## src/rtl/regfile_wb_arbiter_pkg.sv

```systemverilog
// Shared types and constants for the register-file writeback arbiter.
// Holds the slot entry layout and the address-match helper used for hazards.
package rf_ctrl_pkg;

  localparam int AW_DEFAULT = 5;
  localparam int DW_DEFAULT = 32;
  localparam int NREG       = 32;

  typedef struct packed {
    logic [AW_DEFAULT-1:0] addr;
    logic [DW_DEFAULT-1:0] data;
  } wb_entry_t;

  localparam logic [AW_DEFAULT-1:0] REG_ZERO = 5'd0;

  function automatic logic addr_hit(input logic v,
                                    input logic [AW_DEFAULT-1:0] a,
                                    input logic [AW_DEFAULT-1:0] rd);
    return v && (a == rd);
  endfunction

endpackage

```

## src/rtl/regfile_wb_arbiter_if.sv

```systemverilog
// Writeback request, register-file write and hazard signals of the arbiter.
// The master side is the requester/pipeline, the slave side is the arbiter.
interface regfile_wb_arbiter_if #(
  parameter int AW = 5,
  parameter int DW = 32
);
  logic          req0_valid;
  logic          req0_ready;
  logic [AW-1:0] req0_addr;
  logic [DW-1:0] req0_data;
  logic          req1_valid;
  logic          req1_ready;
  logic [AW-1:0] req1_addr;
  logic [DW-1:0] req1_data;
  logic          rf_we;
  logic [AW-1:0] rf_wr;
  logic [DW-1:0] rf_d;
  logic [AW-1:0] rd_ra;
  logic [AW-1:0] rd_rb;
  logic          hazard_a;
  logic          hazard_b;
  logic          idle;

  modport master (
    output req0_valid, req0_addr, req0_data,
    output req1_valid, req1_addr, req1_data,
    output rd_ra, rd_rb,
    input  req0_ready, req1_ready,
    input  rf_we, rf_wr, rf_d,
    input  hazard_a, hazard_b, idle
  );

  modport slave (
    input  req0_valid, req0_addr, req0_data,
    input  req1_valid, req1_addr, req1_data,
    input  rd_ra, rd_rb,
    output req0_ready, req1_ready,
    output rf_we, rf_wr, rf_d,
    output hazard_a, hazard_b, idle
  );
endinterface

```

## src/rtl/regfile_wb_arbiter_slot.sv

```systemverilog
// One-entry holding slot for a writeback requester.
// ready is its own flop so it never depends combinationally on valid.
module wb_slot
  import rf_ctrl_pkg::*;
(
  input  logic      Clk,
  input  logic      Clrn,
  input  logic      valid,
  input  wb_entry_t entry,
  input  logic      grant,
  output logic      ready,
  output logic      slot_v,
  output wb_entry_t slot_entry
);

  logic      slot_v_r;
  logic      ready_r;
  logic      accept_s;
  logic      slot_v_nxt_s;
  wb_entry_t entry_r;

  assign accept_s = valid && ready_r;

  // Next occupancy: accept fills, grant frees (never both on one edge).
  always_comb begin
    slot_v_nxt_s = slot_v_r;
    if (accept_s) begin
      slot_v_nxt_s = 1'b1;
    end else if (grant) begin
      slot_v_nxt_s = 1'b0;
    end else begin
      slot_v_nxt_s = slot_v_r;
    end
  end

  // Slot state, ready flag and captured entry.
  always_ff @(posedge Clk or negedge Clrn) begin
    if (!Clrn) begin
      slot_v_r <= 1'b0;
      ready_r  <= 1'b1;
      entry_r  <= '0;
    end else begin
      slot_v_r <= slot_v_nxt_s;
      ready_r  <= ~slot_v_nxt_s;
      if (accept_s) begin
        entry_r <= entry;
      end
    end
  end

  assign ready      = ready_r;
  assign slot_v     = slot_v_r;
  assign slot_entry = entry_r;

endmodule

```

## src/rtl/regfile_wb_arbiter.sv

```systemverilog
// Round-robin sharing of the register-file write port between ALU and load
// writeback, with a registered write stage and read-after-write hazard flags.
module regfile_wb_arbiter
  import rf_ctrl_pkg::*;
#(
  parameter int AW           = AW_DEFAULT,
  parameter int DW           = DW_DEFAULT,
  parameter bit ZERO_DISCARD = 1'b1
) (
  input  logic                Clk,
  input  logic                Clrn,
  regfile_wb_arbiter_if.slave bus
);

  wb_entry_t     in0_s, in1_s, e0_s, e1_s, gnt_entry_s;
  logic          slot0_v_s, slot1_v_s;
  logic          gnt0_s, gnt1_s, any_gnt_s, stage_we_s;
  logic          rr_ptr_r;
  logic          rf_we_r;
  logic [AW-1:0] rf_wr_r;
  logic [DW-1:0] rf_d_r;

  assign in0_s = {bus.req0_addr, bus.req0_data};
  assign in1_s = {bus.req1_addr, bus.req1_data};

  wb_slot u_slot0 (
    .Clk(Clk), .Clrn(Clrn), .valid(bus.req0_valid), .entry(in0_s),
    .grant(gnt0_s), .ready(bus.req0_ready), .slot_v(slot0_v_s), .slot_entry(e0_s)
  );

  wb_slot u_slot1 (
    .Clk(Clk), .Clrn(Clrn), .valid(bus.req1_valid), .entry(in1_s),
    .grant(gnt1_s), .ready(bus.req1_ready), .slot_v(slot1_v_s), .slot_entry(e1_s)
  );

  // Grant selection: a lone valid slot wins, otherwise rr_ptr decides.
  always_comb begin
    gnt0_s = 1'b0;
    gnt1_s = 1'b0;
    case ({slot1_v_s, slot0_v_s})
      2'b01:   gnt0_s = 1'b1;
      2'b10:   gnt1_s = 1'b1;
      2'b11: begin
        gnt0_s = ~rr_ptr_r;
        gnt1_s = rr_ptr_r;
      end
      default: begin
        gnt0_s = 1'b0;
        gnt1_s = 1'b0;
      end
    endcase
  end

  assign any_gnt_s   = gnt0_s | gnt1_s;
  assign gnt_entry_s = gnt1_s ? e1_s : e0_s;
  assign stage_we_s  = any_gnt_s && !(ZERO_DISCARD && (gnt_entry_s.addr == REG_ZERO));

  // Write stage and round-robin pointer; address/data hold when nothing is granted.
  always_ff @(posedge Clk or negedge Clrn) begin
    if (!Clrn) begin
      rr_ptr_r <= 1'b0;
      rf_we_r  <= 1'b0;
      rf_wr_r  <= '0;
      rf_d_r   <= '0;
    end else begin
      rf_we_r <= stage_we_s;
      if (any_gnt_s) begin
        rr_ptr_r <= gnt0_s;
        rf_wr_r  <= gnt_entry_s.addr;
        rf_d_r   <= gnt_entry_s.data;
      end
    end
  end

  assign bus.rf_we = rf_we_r;
  assign bus.rf_wr = rf_wr_r;
  assign bus.rf_d  = rf_d_r;

  // r0 reads never stall: any hit on address zero is masked.
  assign bus.hazard_a = (bus.rd_ra != REG_ZERO) &&
                        (addr_hit(slot0_v_s, e0_s.addr, bus.rd_ra) ||
                         addr_hit(slot1_v_s, e1_s.addr, bus.rd_ra) ||
                         addr_hit(rf_we_r, rf_wr_r, bus.rd_ra));
  assign bus.hazard_b = (bus.rd_rb != REG_ZERO) &&
                        (addr_hit(slot0_v_s, e0_s.addr, bus.rd_rb) ||
                         addr_hit(slot1_v_s, e1_s.addr, bus.rd_rb) ||
                         addr_hit(rf_we_r, rf_wr_r, bus.rd_rb));

  assign bus.idle = ~slot0_v_s & ~slot1_v_s & ~rf_we_r;

endmodule

```

## src/flat_wrapper.sv

```systemverilog
// flat-port wrapper written by rule: the top's interface ports become plain ports
module regfile_wb_arbiter_flat import rf_ctrl_pkg::*;
#(
  parameter int AW           = AW_DEFAULT,
  parameter int DW           = DW_DEFAULT,
  parameter bit ZERO_DISCARD = 1'b1
)
  (Clk, Clrn, bus_req0_valid, bus_req0_addr, bus_req0_data, bus_req1_valid, bus_req1_addr, bus_req1_data, bus_rd_ra, bus_rd_rb, bus_req0_ready, bus_req1_ready, bus_rf_we, bus_rf_wr, bus_rf_d, bus_hazard_a, bus_hazard_b, bus_idle);
  regfile_wb_arbiter_if #(.AW(AW), .DW(DW)) bus_i ();
  input  logic Clk;
  input  logic Clrn;
  input wire logic [$bits(bus_i.req0_valid)-1:0] bus_req0_valid;
  input wire logic [$bits(bus_i.req0_addr)-1:0] bus_req0_addr;
  input wire logic [$bits(bus_i.req0_data)-1:0] bus_req0_data;
  input wire logic [$bits(bus_i.req1_valid)-1:0] bus_req1_valid;
  input wire logic [$bits(bus_i.req1_addr)-1:0] bus_req1_addr;
  input wire logic [$bits(bus_i.req1_data)-1:0] bus_req1_data;
  input wire logic [$bits(bus_i.rd_ra)-1:0] bus_rd_ra;
  input wire logic [$bits(bus_i.rd_rb)-1:0] bus_rd_rb;
  output wire logic [$bits(bus_i.req0_ready)-1:0] bus_req0_ready;
  output wire logic [$bits(bus_i.req1_ready)-1:0] bus_req1_ready;
  output wire logic [$bits(bus_i.rf_we)-1:0] bus_rf_we;
  output wire logic [$bits(bus_i.rf_wr)-1:0] bus_rf_wr;
  output wire logic [$bits(bus_i.rf_d)-1:0] bus_rf_d;
  output wire logic [$bits(bus_i.hazard_a)-1:0] bus_hazard_a;
  output wire logic [$bits(bus_i.hazard_b)-1:0] bus_hazard_b;
  output wire logic [$bits(bus_i.idle)-1:0] bus_idle;
  assign bus_i.req0_valid = bus_req0_valid;
  assign bus_i.req0_addr = bus_req0_addr;
  assign bus_i.req0_data = bus_req0_data;
  assign bus_i.req1_valid = bus_req1_valid;
  assign bus_i.req1_addr = bus_req1_addr;
  assign bus_i.req1_data = bus_req1_data;
  assign bus_i.rd_ra = bus_rd_ra;
  assign bus_i.rd_rb = bus_rd_rb;
  assign bus_req0_ready = bus_i.req0_ready;
  assign bus_req1_ready = bus_i.req1_ready;
  assign bus_rf_we = bus_i.rf_we;
  assign bus_rf_wr = bus_i.rf_wr;
  assign bus_rf_d = bus_i.rf_d;
  assign bus_hazard_a = bus_i.hazard_a;
  assign bus_hazard_b = bus_i.hazard_b;
  assign bus_idle = bus_i.idle;
  regfile_wb_arbiter #(.AW(AW), .DW(DW), .ZERO_DISCARD(ZERO_DISCARD)) u_core (.Clk(Clk), .Clrn(Clrn), .bus(bus_i));
endmodule
```

## config.mk

```make
export PLATFORM = sky130hd
export DESIGN_NAME = regfile_wb_arbiter_flat
export DESIGN_NICKNAME = d
export VERILOG_FILES = /design/src/rtl/regfile_wb_arbiter_pkg.sv /design/src/rtl/regfile_wb_arbiter_if.sv /design/src/rtl/regfile_wb_arbiter_slot.sv /design/src/rtl/regfile_wb_arbiter.sv /design/src/flat_wrapper.sv
export SDC_FILE = /design/constraint.sdc
export NUM_CORES = 1
export LEC_CHECK = 0
export BUFFER_PORTS_ARGS = -buffer_cell sky130_fd_sc_hd__buf_4
export CELL_PAD_IN_SITES_DETAIL_PLACEMENT = 1
export CELL_PAD_IN_SITES_GLOBAL_PLACEMENT = 1
export CORE_ASPECT_RATIO = 0.9
export CORE_MARGIN = 10
export CORE_UTILIZATION = 42
export CTS_CLUSTER_SIZE = 8
export DETAILED_ROUTE_END_ITERATION = 7
export GPL_TIMING_DRIVEN = 0
export PLACE_DENSITY = 0.9
export SLEW_MARGIN = 20
export SYNTH_ARGS = -nofsm -noshare
export SYNTH_HDL_FRONTEND = slang
export SYNTH_SLANG_ARGS = --single-unit
```

## constraint.sdc

```tcl
create_clock -name Clk -period 1.7 [get_ports Clk]
set_clock_uncertainty 0.15 [all_clocks]
set_input_delay 0.17 -clock Clk [delete_from_list [all_inputs] [get_ports Clk]]
set_output_delay 0.17 -clock Clk [all_outputs]
set_load 0.1 [all_outputs]
```

[Word-level counts from Yosys, hierarchy flattened]
Index checks and enable logic that the tools add are counted.
Operators by class
  equal/unequal tests: 9
  shifts and indexed selects: 0
  $add $sub $neg: 0
  mux-type cells: 7
  bitwise gates (word level): 9
  multiply operators: 0
  div/mod/pow operators: 0
  reduce and logical (&&, ||, !) cells: 19
  magnitude comparators: 0
Operators by type and width (count)
  $mux 37: 1
  $eq 5x5->1: 6
  $logic_and 1x1->1: 11
  $reduce_bool 5->1: 2
  $not 1->1: 6
  $logic_not 5->1: 1
  $eq 2x2->1 const B: 2
  $logic_or 1x1->1: 4
  $mux 1: 4
  $pmux 1 s2: 2
  $and 1x1->1: 2
  $eq 2x1->1 const B: 1
  $logic_not 1->1: 1
  $or 1x1->1: 1
Storage, ports and cells
  logic and storage cells: 56
  register bits: 117
  latch bits: 0
  input port bits: 88
  ROM bits: 0
  memory bits (writable): 0
  memories: 0
  output and inout bits: 43

[Depth between registers and ports, before layout]
  depth in word-level cells: 6
  gate-level depth with buffers: 6
  gate-level depth less buffers: 4

[Modules after synthesis]
From an unflattened synthesis, not the netlist that was laid out.
Second synthesis, totals
  cell total of the unflattened synthesis: 468
  area, all modules: 5470.2 um^2
By module, submodules not included
  wb_slot: area an instance 1476.4 um^2, instances 2, cells an instance 84, sequential area each 977.2 um^2
  regfile_wb_arbiter: area an instance 2517.4 um^2, instances 1, cells an instance 300, sequential area each 975.9 um^2

[Worst setup path after synthesis]
No wires, ideal clock.
  path kind: register to output
  from: reg u_core.rf_wr_r[0], in the netlist u_core.bus.rf_wr[0]
  to: out bus_hazard_b
  data arrival time: 2925 ps
  path buffers: 0
  stages on the path, launching flop included: 5
  slack: -1545 ps
  data required time: 1380 ps
  path through: dfrtp_1 > xor2_1 > nor4_1 > a32oi_1 > a21oi_1
On the way
  word-level cells in the longest chain between the ends: 4
RTL lines
  start, declared: RTL line regfile_wb_arbiter.sv:20  | logic [AW-1:0] rf_wr_r;
  start signal, assigned: RTL line regfile_wb_arbiter.sv:69  | rf_wr_r <= gnt_entry_s.addr;
  $eq 5x5->1: RTL line regfile_wb_arbiter_pkg.sv:19  | return v && (a == rd);
  $logic_and 1x1->1: RTL line regfile_wb_arbiter_pkg.sv:19
  $logic_or 1x1->1: RTL line regfile_wb_arbiter.sv:86  | addr_hit(slot1_v_s, e1_s.addr, bus.rd_rb) ||
  $logic_and 1x1->1: RTL line regfile_wb_arbiter.sv:84  | assign bus.hazard_b = (bus.rd_rb != REG_ZERO) &&
  end, declared: RTL line flat_wrapper.sv:26  | output wire logic [$bits(bus_i.hazard_b)-1:0] bus_hazard_b;
Every way passes these cells.

[Worst setup path in the final report]
  from: reg u_core.rf_wr_r[2], in the netlist u_core.bus.rf_wr[2]
  to: out bus_hazard_a
On the way
  word-level cells in the longest chain between the ends: 4
RTL lines
  $eq 5x5->1: RTL line regfile_wb_arbiter_pkg.sv:19
  $logic_and 1x1->1: RTL line regfile_wb_arbiter_pkg.sv:19
  $logic_or 1x1->1: RTL line regfile_wb_arbiter.sv:82  | addr_hit(slot1_v_s, e1_s.addr, bus.rd_ra) ||
  $logic_and 1x1->1: RTL line regfile_wb_arbiter.sv:80  | assign bus.hazard_a = (bus.rd_ra != REG_ZERO) &&
  end, declared: RTL line flat_wrapper.sv:25  | output wire logic [$bits(bus_i.hazard_a)-1:0] bus_hazard_a;
Every way passes these cells.

==> metrics.csv <==
metric,value,unit
Tmin final,2.26,ns
# diodes,0,
Fin. Hold Viols,0,
Syn Area/Cell,13.9,sq um
"Cell Area, Placed",6250,sq um
fmax,442,MHz
"flops & latches, synth",117,
cell count after synthesis,359,
Ys Warns,0,
Slew HR,37.8,%
Compound-Gate Fraction of Synth Area,12.3,%
die width,135,um
largest family of logic cells by synthesized area,multiplexers,
register area share after synthesis,58.9,%
number of global-route vias before repair,4602,
critical path arrival,1.94,ns
XOR/XNOR share of the synthesized area,5.28,%
Critical Path End Type,primary output,
final instance area,7770,sq um
multiplexer share of the synthesized area,17.8,%
Chip Height,123,um
Post-Synthesis Net Count,447,
worst-path fanout max,4,
Rows,37,
Max Slew Vio Count,0,
CP required,1.38,ns
# clock sinks,117,
Reg power frac,30.0,%
Fillers,1059,
combinational fraction of design power,49.8,%
total track usage,21.2,%
first drt pass iteration count,5,
Tcrit/Tclk final,133,%
DR DRC count,0,
pwr/cell area,2040,nW/um^2
Root Driver,clkbuf_16,
Setup CP Type,flip-flop to primary output,
DP Wirelength,10300,um
Setup WS pre-CTS,-0.250,ns
Initial Util,43.1,%
worst skew pair latency,0.42,ns
Post-Synth Simple-Gate Area,3.25,%
leak pwr,3.63,nW
CTS tree,built,
area of the multi-input gates,2060,sq um
failing checks,negative setup slack,
cell-internal power,0.00837,W
remaining antenna violation count,0,
"commonest non-fill, non-tap cell in the layout",buf_4,
Synth cell types,27,
reg2reg setup slack,0.01,ns
most frequent cells in the layout,"buf_4, dfrtp_1, dlygate4sd3_1, mux2_2",
Synth Area in Adders,0,%
first-pass GRT wire length,26700,um
status,"complete, but fails checks",
final setup fails,2,
Clk network pwr share,20.2,%
IO Pins,131,
final wirelength,17800,um
Clock transition at path regs,0.05,ns
layout cells sized above 1,48.5,%
CTS buffer count,17,
Nets,679,
Switch Pwr,0.00749,W
Routed WL per cell,23.4,um
area delta synth->final,56.3,%
Max rail drop VDD,1450,uV
RSZ-0062 raised after global routing,true,
initial antenna violation count,0,
switching share of total power,47.2,%
synthesized cell area,4970,sq um
Setup WS post-layout,-0.560,ns
Bufs on Longest Clock Path,2,
Max Cap Viol,0,
Hold Path Class,input port to flip-flop,
Vias/cell,5.23,
routed vias,3965,
storage element area,2970,sq um
full die area,16600,sq um
Total Power,0.0159,W
Worst Max-Slew Pin Slew,0.933,ns
htree depth,4,
core area,11500,sq um
largest net degree at the start of global routing,118,
initial DRC count,197,
gpl congestion,0.849,
grt total ovfl,0,
Worst Setup Start Kind,flip-flop,
Port Buf Inserts,130,
sequential cells by signal (all words and copies together) (netlist names):
signal / count
u_core.u_slot1.ready: 1
u_core.u_slot0.slot_v: 1
u_core.u_slot1.slot_entry: 37
u_core.u_slot0.ready: 1
u_core.bus.rf_wr: 5
u_core.bus.rf_d: 32
u_core.u_slot1.slot_v: 1
u_core.u_slot0.slot_entry: 37
u_core.bus.rf_we: 1
u_core.rr_ptr_r: 1
layer usage:
layer  vias to the layer above  GRT usage, %  wire length [um]
li1                       1759             -                 -
met1                      2044          22.4              6670
met2                       136          39.6              9780
met5                         -             0                 0
met4                         0          7.40               382
met3                        26          6.33               941
worst max-delay path: stages, from the launching register on:
cell     delay [ns]
dfrtp_4        0.53
xor2_4         0.18
nor4_4         0.30
a32oi_2        0.11
a21oi_4        0.20
buf_12         0.19
worst paths after layout:
kind | from | endpoint | cells after the start
worst min-delay path | bus_req1_valid | u_core.u_slot1.slot_entry[3] | 4
worst min register to register | u_core.u_slot0.slot_entry[15] | u_core.bus.rf_d[15] | 1
max in group asynchronous | Clrn | u_core.bus.rf_wr[3] | 2
worst max register to register | u_core.u_slot1.slot_entry[35] | u_core.bus.rf_we | 4
worst max-delay path | u_core.bus.rf_wr[2] | bus_hazard_a | 5
min in group asynchronous | Clrn | u_core.bus.rf_wr[1] | 2
final cells by class:
class | instances | area share [%]
inverter | 3 | 0.145
multi-input combinational | 218 | 26.5
clock buffer | 24 | 5.94
tap | 156 | 2.51
timing repair buffer | 213 | 23.6
buffer | 21 | 2.48
sequential | 117 | 38.2
clock inverter | 6 | 0.708
cell families (layout without fill, tap and decap cells):
| family | count (synthesis) | in the layout |
|---|---|---|
| buffers and inverters | 24 | 267 |
| multiplexers | 79 | 79 |
| AO/OA/AOI/OAI | 77 | 77 |
| flip-flops | 117 | 117 |
| XOR/XNOR | 30 | 30 |
| AND/OR/NAND/NOR | 32 | 32 |
through the flow:
stage / cells / utilization, % / TNS, ns / hold slack [ns]
2_1_floorplan: 359 / - / -0.859 / -0.276
3_3_place_gp: 645 / 54.2 / -9.27 / 0.253
3_5_place_dp: 645 / 54.2 / -6.85 / 0.256
4_1_cts: 754 / 65.9 / -7.29 / 0.125
5_1_grt: 758 / 67.4 / -1.41 / 0.134
6_report: 758 / 67.4 / -1.09 / 0.131
cells in the mapped netlist (all sizes together):
cell type | instances | area, sq um
a21boi | 1 | 11.3
a21o | 32 | 240
a21oi | 3 | 15.0
a221oi | 1 | 15.0
a22o | 32 | 280
a32oi | 2 | 17.5
and2 | 2 | 12.5
buf | 17 | 100
clkbuf | 4 | 15.0
dfrtp | 115 | 2880
dfstp | 2 | 52.6
inv | 3 | 11.3
mux2 | 74 | 833
mux2i | 5 | 50.1
nand2 | 9 | 33.8
nand3 | 3 | 15.0
nor2 | 7 | 28.8
nor3 | 1 | 5.00
nor4 | 7 | 43.8
o21ai | 6 | 30.0
or4 | 3 | 22.5
xnor2 | 6 | 52.6
xor2 | 24 | 210
power by group through the flow:
stage	Sequential, W	Clock [W]	Combinational [W]
detailed placement	0.00468	0	0.00728
floorplan	0.00788	0	0.00219
CTS	0.00468	0.00326	0.00757
finish	0.00476	0.00320	0.00789
global route	0.00486	0.00339	0.00823
global placement	0.00460	0	0.00710
what timing repair did:
| action | 4_1_cts | 5_1_grt |
|---|---|---|
| pin swaps | 15 | 7 |
| buffers inserted | 4 | 4 |
| hold buffers | 75 | 0 |
| setup endpoints to repair | 59 | 41 |
| endpoints found under the hold margin | 189 | 0 |
| resized for setup | 20 | 35 |
Power figures use the tool's default switching activity.
